## config.mk

```make
export PLATFORM = sky130hd
export DESIGN_NAME = addr_decoding_multi
export DESIGN_NICKNAME = d
export VERILOG_FILES = /design/src/rtl/addr_decoding_multi.sv
export SDC_FILE = /design/constraint.sdc
export NUM_CORES = 1
export LEC_CHECK = 0
export ABC_AREA = 1
export CAP_MARGIN = 40
export CORE_MARGIN = 4
export CORE_UTILIZATION = 42
export CTS_BUF_LIST = sky130_fd_sc_hd__clkbuf_16
export DETAILED_ROUTE_END_ITERATION = 16
export HOLD_SLACK_MARGIN = 0.15
export PLACE_DENSITY_LB_ADDON = 0.1
export SYNTH_ARGS = -nofsm -noshare
export SYNTH_HDL_FRONTEND = slang
export SYNTH_SLANG_ARGS = --single-unit
```

## constraint.sdc

```tcl
create_clock -name clk -period 1.5 [get_ports clk]
set_input_delay 0.225 -clock clk [delete_from_list [all_inputs] [get_ports clk]]
set_output_delay 0.225 -clock clk [all_outputs]
set_load 0.03 [all_outputs]
```

## src/rtl/addr_decoding_multi.sv

```systemverilog
`default_nettype none
// ============================================================================
// Module      : addr_decoding_multi
// Description : Decodes one CPU byte address per cycle into program, data
//               and I/O regions. Produces a registered one-hot chip select
//               and region-relative address, flags misaligned and unmapped
//               accesses, keeps a sticky fault with the first fault address,
//               and counts valid accesses with saturation.
// Revision    : 1.0 - initial release
// ============================================================================
module addr_decoding_multi #(
  parameter int                    ADDR_WIDTH  = 32,
  parameter int                    OUT_WIDTH   = 10,
  parameter logic [ADDR_WIDTH-1:0] PROG_BASE   = 'h31b0,
  parameter logic [ADDR_WIDTH:0]   PROG_SIZE   = 'h400,
  parameter logic [ADDR_WIDTH-1:0] DATA_BASE   = 'h2000,
  parameter logic [ADDR_WIDTH:0]   DATA_SIZE   = 'h400,
  parameter logic [ADDR_WIDTH-1:0] IO_BASE     = 'h4000,
  parameter logic [ADDR_WIDTH:0]   IO_SIZE     = 'h100,
  parameter int                    ALIGN_CHECK = 1,
  parameter int                    CNT_WIDTH   = 16
) (
  input  logic                  clk,
  input  logic                  rst_n,
  input  logic                  req,
  input  logic [ADDR_WIDTH-1:0] address_in,
  input  logic                  fault_clr,
  output logic                  cs_p,
  output logic                  cs_d,
  output logic                  cs_io,
  output logic [OUT_WIDTH-1:0]  address_out,
  output logic                  misalign,
  output logic                  unmapped,
  output logic                  fault,
  output logic [ADDR_WIDTH-1:0] fault_addr,
  output logic [CNT_WIDTH-1:0]  access_cnt
);

  // Each region must fit in the local address space.
  localparam logic [63:0] c_span = 64'd1 << OUT_WIDTH;

  if ((64'(PROG_SIZE) > c_span) || (64'(DATA_SIZE) > c_span) ||
      (64'(IO_SIZE) > c_span)) begin : g_size_err
    $error("addr_decoding_multi: a region SIZE exceeds 2^OUT_WIDTH");
  end

  // One extra bit keeps BASE+SIZE from wrapping, so a region that runs past
  // the top of the address space is naturally clipped there.
  function automatic logic in_region(input logic [ADDR_WIDTH-1:0] a,
                                     input logic [ADDR_WIDTH-1:0] base,
                                     input logic [ADDR_WIDTH:0]   size);
    logic [ADDR_WIDTH:0] end_excl;
    end_excl = {1'b0, base} + size;
    return ({1'b0, a} >= {1'b0, base}) && ({1'b0, a} < end_excl);
  endfunction

  logic                  w_bad_align;
  logic                  w_hit_p;
  logic                  w_hit_d;
  logic                  w_hit_io;
  logic                  w_any_hit;
  logic                  w_sel;
  logic                  w_mis;
  logic                  w_unm;
  logic                  w_new_fault;
  logic [ADDR_WIDTH-1:0] w_base;
  logic [OUT_WIDTH-1:0]  w_offset;

  // Region decode with prog > data > io priority; misalignment masks any hit.
  always_comb begin
    w_bad_align = (ALIGN_CHECK != 0) && (address_in[1:0] != 2'b00);
    w_hit_p     = in_region(address_in, PROG_BASE, PROG_SIZE);
    w_hit_d     = !w_hit_p && in_region(address_in, DATA_BASE, DATA_SIZE);
    w_hit_io    = !w_hit_p && !w_hit_d && in_region(address_in, IO_BASE, IO_SIZE);
    w_any_hit   = w_hit_p || w_hit_d || w_hit_io;
    w_sel       = req && !w_bad_align && w_any_hit;
    w_mis       = req && w_bad_align;
    w_unm       = req && !w_bad_align && !w_any_hit;
    w_new_fault = w_mis || w_unm;
    w_base      = PROG_BASE;
    if (w_hit_d) begin
      w_base = DATA_BASE;
    end else if (w_hit_io) begin
      w_base = IO_BASE;
    end
    w_offset = OUT_WIDTH'(address_in - w_base);
  end

  // Registered chip selects, local address and per-access status pulses.
  always_ff @(posedge clk or negedge rst_n) begin
    if (!rst_n) begin
      cs_p        <= 1'b0;
      cs_d        <= 1'b0;
      cs_io       <= 1'b0;
      misalign    <= 1'b0;
      unmapped    <= 1'b0;
      address_out <= '0;
    end else begin
      cs_p     <= w_sel && w_hit_p;
      cs_d     <= w_sel && w_hit_d;
      cs_io    <= w_sel && w_hit_io;
      misalign <= w_mis;
      unmapped <= w_unm;
      if (w_sel) begin
        address_out <= w_offset;
      end
    end
  end

  // Sticky fault: first fault address is kept; a new fault beats a clear.
  always_ff @(posedge clk or negedge rst_n) begin
    if (!rst_n) begin
      fault      <= 1'b0;
      fault_addr <= '0;
    end else if (w_new_fault) begin
      fault <= 1'b1;
      if (!fault || fault_clr) begin
        fault_addr <= address_in;
      end
    end else if (fault_clr) begin
      fault      <= 1'b0;
      fault_addr <= '0;
    end
  end

  // Saturating count of every valid request cycle, faulting ones included.
  always_ff @(posedge clk or negedge rst_n) begin
    if (!rst_n) begin
      access_cnt <= '0;
    end else if (req && (access_cnt != {CNT_WIDTH{1'b1}})) begin
      access_cnt <= access_cnt + CNT_WIDTH'(1);
    end
  end

endmodule
`default_nettype wire

```

# Yosys cells after proc, flatten, opt, wreduce, memory -nomap -nowiden
# Cells that the tools add are included.
[word_totals] reg_bits=64 output_inout_bits=64
[op_classes] n_addsub=2 order_cmp=6 eq_ne=2 mux=7 n_reduce_logical=26
[ops] cell="2-to-1 mux 32 bit" count=3
[ops] cell="greater-or-equal comparator 32 x 14 -> 1 bit, second input constant" count=2
[ops] cell="less-than comparator 32 x 14 -> 1 bit, second input constant" count=2
[ops] cell="greater-or-equal comparator 32 x 15 -> 1 bit, second input constant" count=1
[ops] cell="less-than comparator 32 x 15 -> 1 bit, second input constant" count=1
[ops] cell="adder 16 x 1 -> 16 bit, second input constant" count=1
[ops] cell="inequality test 16 bit, second input constant" count=1
[ops] cell="logical AND 1 bit" count=14
[ops] cell="2-to-1 mux 10 bit" count=1
[ops] cell="subtractor 10 bit" count=1
[ops] cell="2-to-1 mux 9 bit" count=1
[ops] cell="zero test 1 bit" count=5
[ops] cell="logical OR 1 bit" count=4
[ops] cell="nonzero test 2 bit" count=2
[ops] cell="2-to-1 mux 1 bit" count=2
[ops] cell="inequality test 2 x 1 -> 1 bit, second input constant" count=1
[ops] cell="AND reduction 2 bit" count=1

# Depth between registers and ports, before layout
[depth] ltp_word=13 ltp_mapped=14 depth_no_buf=14

# Worst setup path before layout
# OpenSTA, ideal clock, no wires.
[synth_timing] path_kind="input port to flip-flop" from="in address_in[21]" to="reg address_out[8]" setup_time_ns=0.120 arrival_ns=1.942 required_ns=1.380 path_slack_ns=-0.562 cell_stages=14 n_path_buf=0 cell_sequence="nor2_1 > nand2_1 > nor2_2 > nand3_1 > nand2_1 > inv_1 > ha_1 > fa_1 > nand2_1 > a21oi_1 > xor2_1 > nand2_1 > o21ai_0 > inv_1"
[synth_between] elab_chain_cells=10
[synth_lines] item="start, declared" line="26" text="input logic [ADDR_WIDTH-1:0] address_in,"
[synth_lines] item="greater-or-equal comparator 32 x 14 -> 1 bit / less-than comparator 32 x 14 -> 1 bit (equally long branches)" line="54" text="return ({1'b0, a} >= {1'b0, base}) && ({1'b0, a} < end_excl);"
[synth_lines] item="logical AND 1 bit" line="54"
[synth_lines] item="zero test 1 bit" line="73, 74"
[synth_lines] item="logical AND 1 bit" line="73" text="w_hit_d = !w_hit_p && in_region(address_in, DATA_BASE, DATA_SIZE);"
[synth_lines] item="zero test 1 bit" line="74" text="w_hit_io = !w_hit_p && !w_hit_d && in_region(address_in, IO_BASE, IO_SIZE);"
[synth_lines] item="logical AND 1 bit (2 in series)" line="74"
[synth_lines] item="2-to-1 mux 9 bit" line="83" text="end else if (w_hit_io) begin"
[synth_lines] item="2-to-1 mux 10 bit" line="81" text="if (w_hit_d) begin"
[synth_lines] item="subtractor 10 bit" line="86" text="w_offset = OUT_WIDTH'(address_in - w_base);"
[synth_lines] item="end signal, assigned" line="105" text="address_out <= w_offset;"
[synth_lines] item="end, declared" line="31" text="output logic [OUT_WIDTH-1:0] address_out,"
# Several ways; a longest one is shown, not always the timed one.
# A chain may end at the register's enable or synchronous reset.

# Worst setup path in the final report
[layout_timing] from="in address_in[31]" to="reg address_out[8]"
# Same word-level chain as after synthesis.

==> results.cfg <==
[sta]
setup_repair_after_global_routing_missed_its_margin = yes
timing.clock.skew_ns = 0.006251
setup_viol = 43
report.final.hold_viol_count = 0
fin_crit_sh_pct = 114.2
slew_headroom_pct = 75.81
post-route-min-period_ns = 1.714
tns_ns = -2.024
final_critical_path_setup_slack_ns = -0.2136
worst_slew_pin_slew_ns = 0.3629
final-max-slew-violation-count = 0
clock.fmax_mhz = 583.6

[logic_synthesis]
post-synth-top-area-fraction_pct = 51.68
synth.top_cells.by_area = dfrtp_1, nand2_1, nand3_1
synth_sequential_area_ratio_pct = 51.68
synth-adder-area-share_pct = 2.665
synthesis.area_um2 = 3099
synthesis.yosys.warnings = 0
syn_inst = 360
synth_area_leader_cell = dfrtp_1
number_of_synthesized_register_bits = 64
yosys.cell_types.count = 28
mapped_nets = 402
synth_simple_gate_area_share_pct = 30.92
post_synth_mux_area_share_pct = 0
main_combinational_cell_family_by_area_after_synthesis = simple AND/OR/NAND/NOR gates
synth_xor_area_share_pct = 5.369
syn_avg_cell_area_um2 = 8.609
compound_gate_portion_of_the_synthesized_area_pct = 2.422

[min_path]
hp-class = input pin to register
min_path_cells = 3

[place]
dp_cells = 598
place_congestion = 0.8088
io_buffers = 99
dpl_worst_slack_ns = -0.9939
hpwl_um = 5992
place_area_um2 = 4636

[setup_path]
r2r-end = access_cnt[14]
regToRegSetupSlack_ns = -0.06
setup.worst_path.end_class = register
critical_path.slowest_cell = fa_2
timing.critical_path.depth = 15
cpPeakStageDelay_ns = 0.36
cp-endpoint = address_out[8]
family_with_the_most_delay_on_the_worst_path = simple AND/OR/NAND/NOR gates
worst_reg2reg_path_depth = 9
reg2reg_from = access_cnt[0]
critPathKind = input pin to register
worstSetupStartpoint = address_in[31]
cp_startpoint_kind = input pin
required_ns = 1.71
cp_cell_sequence = buf_6, nor2_4, nand2_2, nor2_4, nand4_4, nand2_4, inv_4, ha_4, fa_2, nand2_2, a21oi_2, xor2_1, nand2_1, o21ai_1, inv_1
critical_path.max_fanout = 3
data_arrival_time_of_the_critical_path_ns = 1.93
buf_inv_stages_crit_path = 3

[die]
die_area_um2 = 8817
initial_util_pct = 42.96
dieHeight_um = 93.90
die_width_um = 93.90
num_io_pins = 100
core.rowCount = 31
placeableCoreArea_um2 = 7214

[layout]
antennaDiodeCount = 0
area_growth_from_synthesis_to_final_layout_pct = 72.83
fin_cells = 642
layout.area.seq_um2 = 1610
fillers = 559
most_common_library_cell_in_the_layout_ignoring_fill_and_taps = nand2_1
leading_cell_types_in_the_layout_fill_and_taps_excluded = nand2_1, dlygate4sd2_1, dfrtp_1, buf_4, nand3_1
multi_input_area_um2 = 1604
stdcell_area_um2 = 5356
finalNetCount = 580
post_route_cells_drive_above_1_share_pct = 34.62

[clocking]
tritoncts = done
clock_sink_count = 64
clkTransAtPathRegs_ns = 0.05
clock_tree.buffer_depth = 2
htree_levels = 3
clk-insertion-delay-late_ns = 0.32
cts_buffers = 9
clockRootBuffer = clkbuf_16

[drt]
route.antenna.remaining_nets = 0
routed_via_density = 4.763
drt_first_iter_violations = 77
firstDrtPassIters = 4
drcViolationCount = 0
num_vias = 3058
route.final.wire_length_um = 9237
wire_length_per_cell_after_detailed_routing_um = 14.39

[global_routing]
gr-usage-all-layers_pct = 21.02
first_pass_grt_wire_length_um = 14540
pin_count_of_the_biggest_net_entering_global_routing = 65
total_global_routing_overflow = 0
grt_pass1_vias = 3156
grt_antenna_before_repair = 0

[pwr]
power_per_cell_area_nw_per_um2 = 1134
leakagePower_uw = 0.002838
irDropWorstVdd_mv = 1.092

[outcome]
outcome = finished, violations left
failing_checks = negative setup slack

[flow_run]
maximum_capacitance_violations = 0
## area by class of cell
| class | instances | share of cell area [%] |
|---|---|---|
| flip-flops and latches | 64 | 30.06 |
| multi-input cells | 251 | 29.95 |
| repair buffers | 177 | 29.81 |
| clock buffers | 9 | 4.205 |
| inverters | 35 | 2.640 |
| well taps | 99 | 2.313 |
| clock inverters | 7 | 1.028 |
## cell families (layout without fill, tap and decap cells)
kind of cell / after synthesis / in the layout
xor+xnor: 19 / 19
fa+ha+maj: 6 / 6
flops: 64 / 64
simple gates: 211 / 211
compound gates: 15 / 15
buf+inv: 45 / 228
## power by group
group | switching, µW | leakage, µW | internal (µW)
logic | 1150 | 0.00188 | 778
clock network | 728 | 0.000147 | 1260
registers | 199 | 0.000807 | 1970
total | 2070 | 0.00284 | 4000
## metal layers
| layer | global-route usage (%) | share of wire (%) | up-vias |
|---|---|---|---|
| met1 | 27.76 | 43 | 1458 |
| met4 | 7.581 | 1.1 | 0 |
| met2 | 34.00 | 50 | 94 |
| met3 | 4.567 | 5.7 | 10 |
| met5 | 0 | 0 | - |
| li1 | - | - | 1496 |
## repair_timing
action	CTS	global route
hold buffers	8	0
endpoints found under the hold margin	71	0
setup endpoints to repair	112	56
cloned	1	3
pin swaps	45	40
buffers inserted	8	10
gates resized for setup	189	72
## worst min path at each step
| stage | slack (ns) | end | from |
|---|---|---|---|
| 5_1_grt | 0.17 | fault_addr[28] | address_in[28] |
| 3_3_place_gp | 0.27 | fault_addr[15] | rst_n |
| 4_1_cts | 0.16 | fault_addr[23] | address_in[23] |
| 6_report | 0.15 | fault_addr[23] | address_in[23] |
| 2_1_floorplan | -0.07 | access_cnt[0] | rst_n |
| 3_5_place_dp | 0.27 | fault_addr[15] | rst_n |
## worst min-delay path, delay by kind of cell
kind,cells,cell delay [ns]
buffers and inverters,1,0.08
and+or+nand+nor,2,0.12
## sequential cells by signal (all words and copies together) (netlist names)
name,count
misalign,1
fault_addr,32
cs_d,1
access_cnt,16
cs_io,1
cs_p,1
fault,1
unmapped,1
address_out,10
## Yosys cell counts
cell type  instances
nand3_1           42
dfrtp_1           64
nand4_2            1
xnor2_1            4
inv_2              1
buf_12             1
clkbuf_4           1
nand3b_1           1
nand2_4            2
xor2_1            15
o21ai_1            4
nor3_1             6
nor4_1             1
nor2_2             4
buf_6              2
o21ai_0            8
nor2_1            36
ha_1               5
clkbuf_1           3
nand4_4            1
buf_4              3
nand4_1            5
a21oi_1            3
nand2_1          102
nand3_4            1
nand2_2            9
inv_1             34
fa_1               1
## per-stage QoR
stage	total power, µW	util, %	hold slack (ns)
2_1_floorplan	3114	-	-0.07059
3_3_place_gp	3988	64.26	0.2678
3_5_place_dp	4015	64.26	0.2702
4_1_cts	5867	69.22	0.1567
5_1_grt	6386	74.25	0.1685
6_report	6072	74.25	0.1500
No activity file was read; power rests on OpenSTA's default activity.
==> RTL edit, RTL diff (config.mk and constraints unchanged) <==
Set the parameter `CNT_WIDTH` to 12 (it was 16).
--- a/src/rtl/addr_decoding_multi.sv
+++ b/src/rtl/addr_decoding_multi.sv
@@ -18,7 +18,7 @@
   parameter logic [ADDR_WIDTH-1:0] IO_BASE     = 'h4000,
   parameter logic [ADDR_WIDTH:0]   IO_SIZE     = 'h100,
   parameter int                    ALIGN_CHECK = 1,
-  parameter int                    CNT_WIDTH   = 16
+  parameter int                    CNT_WIDTH   = 12
 ) (
   input  logic                  clk,
   input  logic                  rst_n,
Interface: changed (resized access_cnt); port bits go from 100 to 96. No check against the original RTL was run, so the function may have changed too.
==> RTL edit against the original RTL <==
  * Worst setup slack better by 1.4 ps
  * Total power is 1.5% higher
  * The flow still finishes with violations (setup timing)
  * Synthesized cell count down 10%
  * Synthesized area fell by 11%
  * Die area fell by 10%
  * Sequential cell count is 4 lower
  * Sequential power fell by 5%
  * Routed wire length is 4.6% lower
  * Sequential share of layout area is 0.19 points higher
  * Critical path type unchanged
  * Critical endpoint is now address_out[9]
  * Highest routed layer unchanged
  * Design area fell by 7.0%
  * Critical path depth did not move
==> RTL edit: results (changes against the original RTL) <==
----------------------------------------------------
[Route]
  Detailed-route wire length ... 8810 um (was 9240 um)
  Routed via count ... 2808 (was 3058)
  Starting DRT DRC Count ... 130 (was 77)

[Power]
  Combinational share of power ... 28.8% (was 31.7%)
  Total power ... 0.00616 W (was 0.00607 W)
  Worst ir drop on vdd ... 1220 uV (was 1090 uV)
  Clock network power ... 0.00233 W (was 0.00198 W)
  Switching power summed over all nets ... 0.00199 W (was 0.00207 W)

[Layout]
  Non-clock inverter total of the final layout ... 27 (was 35)
  Number of combinational gates with multiple inputs ... 229 (was 251)
  Count of buffers not belonging to the clock network in the layout ... 163 (was 177)
  Footprint of the flip-flops and latches ... 1510 um2 (was 1610 um2)
  Number of nets in the layout ... 532 (was 580)
  Ratio of cells with drive above 1 in the final layout ... 32.3% (was 34.6%)
  Fillers ... 436 (was 559)
  Fraction of cell area in non-clock buffers ... 30.0% (was 29.8%)

[Outcome]
  Status ... finished, violations left (unchanged)
  Violations in the final reports ... setup timing (unchanged)

[Timing]
  Slack of the critical path ... -212 ps (was -214 ps)
  Final sum of negative setup slack ... -1680 ps (was -2020 ps)
  Final setup violation count ... 45 (was 43)
  Slew Limit Headroom ... 76.9% (was 75.8%)
  Skew final ... 4.40 ps (was 6.25 ps)

[Setup path]
  CP max stage cell ... nand4_1 (was fa_2)
  Start point of the critical path ... address_in[28] (was address_in[31])
  Peak fanout along the critical path ... 4 (was 3)
  Worst r2r path cells ... 10 (was 9)
  End of the critical path ... address_out[9] (was address_out[8])
  Endpoint of the most critical register-to-register path ... access_cnt[10] (was access_cnt[14])
  Worst stage delay on the critical path ... 190 ps (was 360 ps)

[GRT]
  Aggregate global-route resource usage ... 22.3% (was 21.0%)
  Wire length of the first global-routing pass ... 13300 um (was 14500 um)
  Met1 track demand over resource in global routing ... 24.9% (was 27.8%)
  Number of global-route vias before repair ... 2979 (was 3156)
  Global-route track usage on met2 ... 39.1% (was 34.0%)

[Placed design]
  Number of buffers added on ports ... 95 (was 99)
  HPWL after detailed placement ... 5480 um (was 5990 um)
  Worst setup slack after placement ... -960 ps (was -994 ps)
  DP Area ... 4160 um2 (was 4640 um2)

[Clocking]
  Hold-fix buffers, CTS ... 15 (was 8)
  Total of cells resized after clock tree synthesis ... 202 (was 189)
  Number of clock sinks seen by CTS ... 60 (was 64)

[Synth]
  Top post-synthesis cells by count ... nand2_1 (113), dfrtp_1 (60), nand3_1 (42) (was nand2_1 (102), dfrtp_1 (64), nand3_1 (42))
  Largest cells by area after synthesis ... dfrtp_1 (55%), nand2_1 (15%), nand3_1 (7.6%), nor2_1 (4.2%), inv_1 (3.4%) (was dfrtp_1 (52%), nand2_1 (12%), nand3_1 (6.8%), nor2_1 (4.4%), xor2_1 (4.2%))
  Fraction of synthesized cell area in xor and xnor cells ... 4.78% (was 5.37%)
  Adder-Cell Fraction of Synth Area ... 3.00% (was 2.66%)
  Number of library cell types mapped by synthesis ... 23 (was 28)

----------------------------------------------------
## RTL edit: how the worst min path moves through the flow
stage                              start  slack [ps]  depth (start not counted)             end
after floorplan                    rst_n         -70                          0   access_cnt[0]
after global placement             rst_n         250                          2  address_out[0]
after detailed placement           rst_n         260                          2  address_out[0]
after CTS                 address_in[11]         150                          3  fault_addr[11]
after global routing      address_in[17]         170                          3  fault_addr[17]
final                     address_in[17]         160                          3  fault_addr[17]
## RTL edit: metal layers
metal | vias up | routed length, um | part of all wire [%]
li1 | 1360 | - | -
met1 | 1336 | 3360 | 38
met2 | 88 | 4690 | 53
met3 | 24 | 469 | 5.3
met4 | 0 | 290 | 3.3
met5 | - | 0 | 0
## RTL edit: per-stage QoR
stage                     hold slack (ps)  cells  utilization (%)
after floorplan                     -70.6    324                -
after global placement                254    528             65.5
after detailed placement              259    528             65.5
after CTS                             151    565             74.3
after global routing                  173    572             78.5
final                                 157    572             78.5
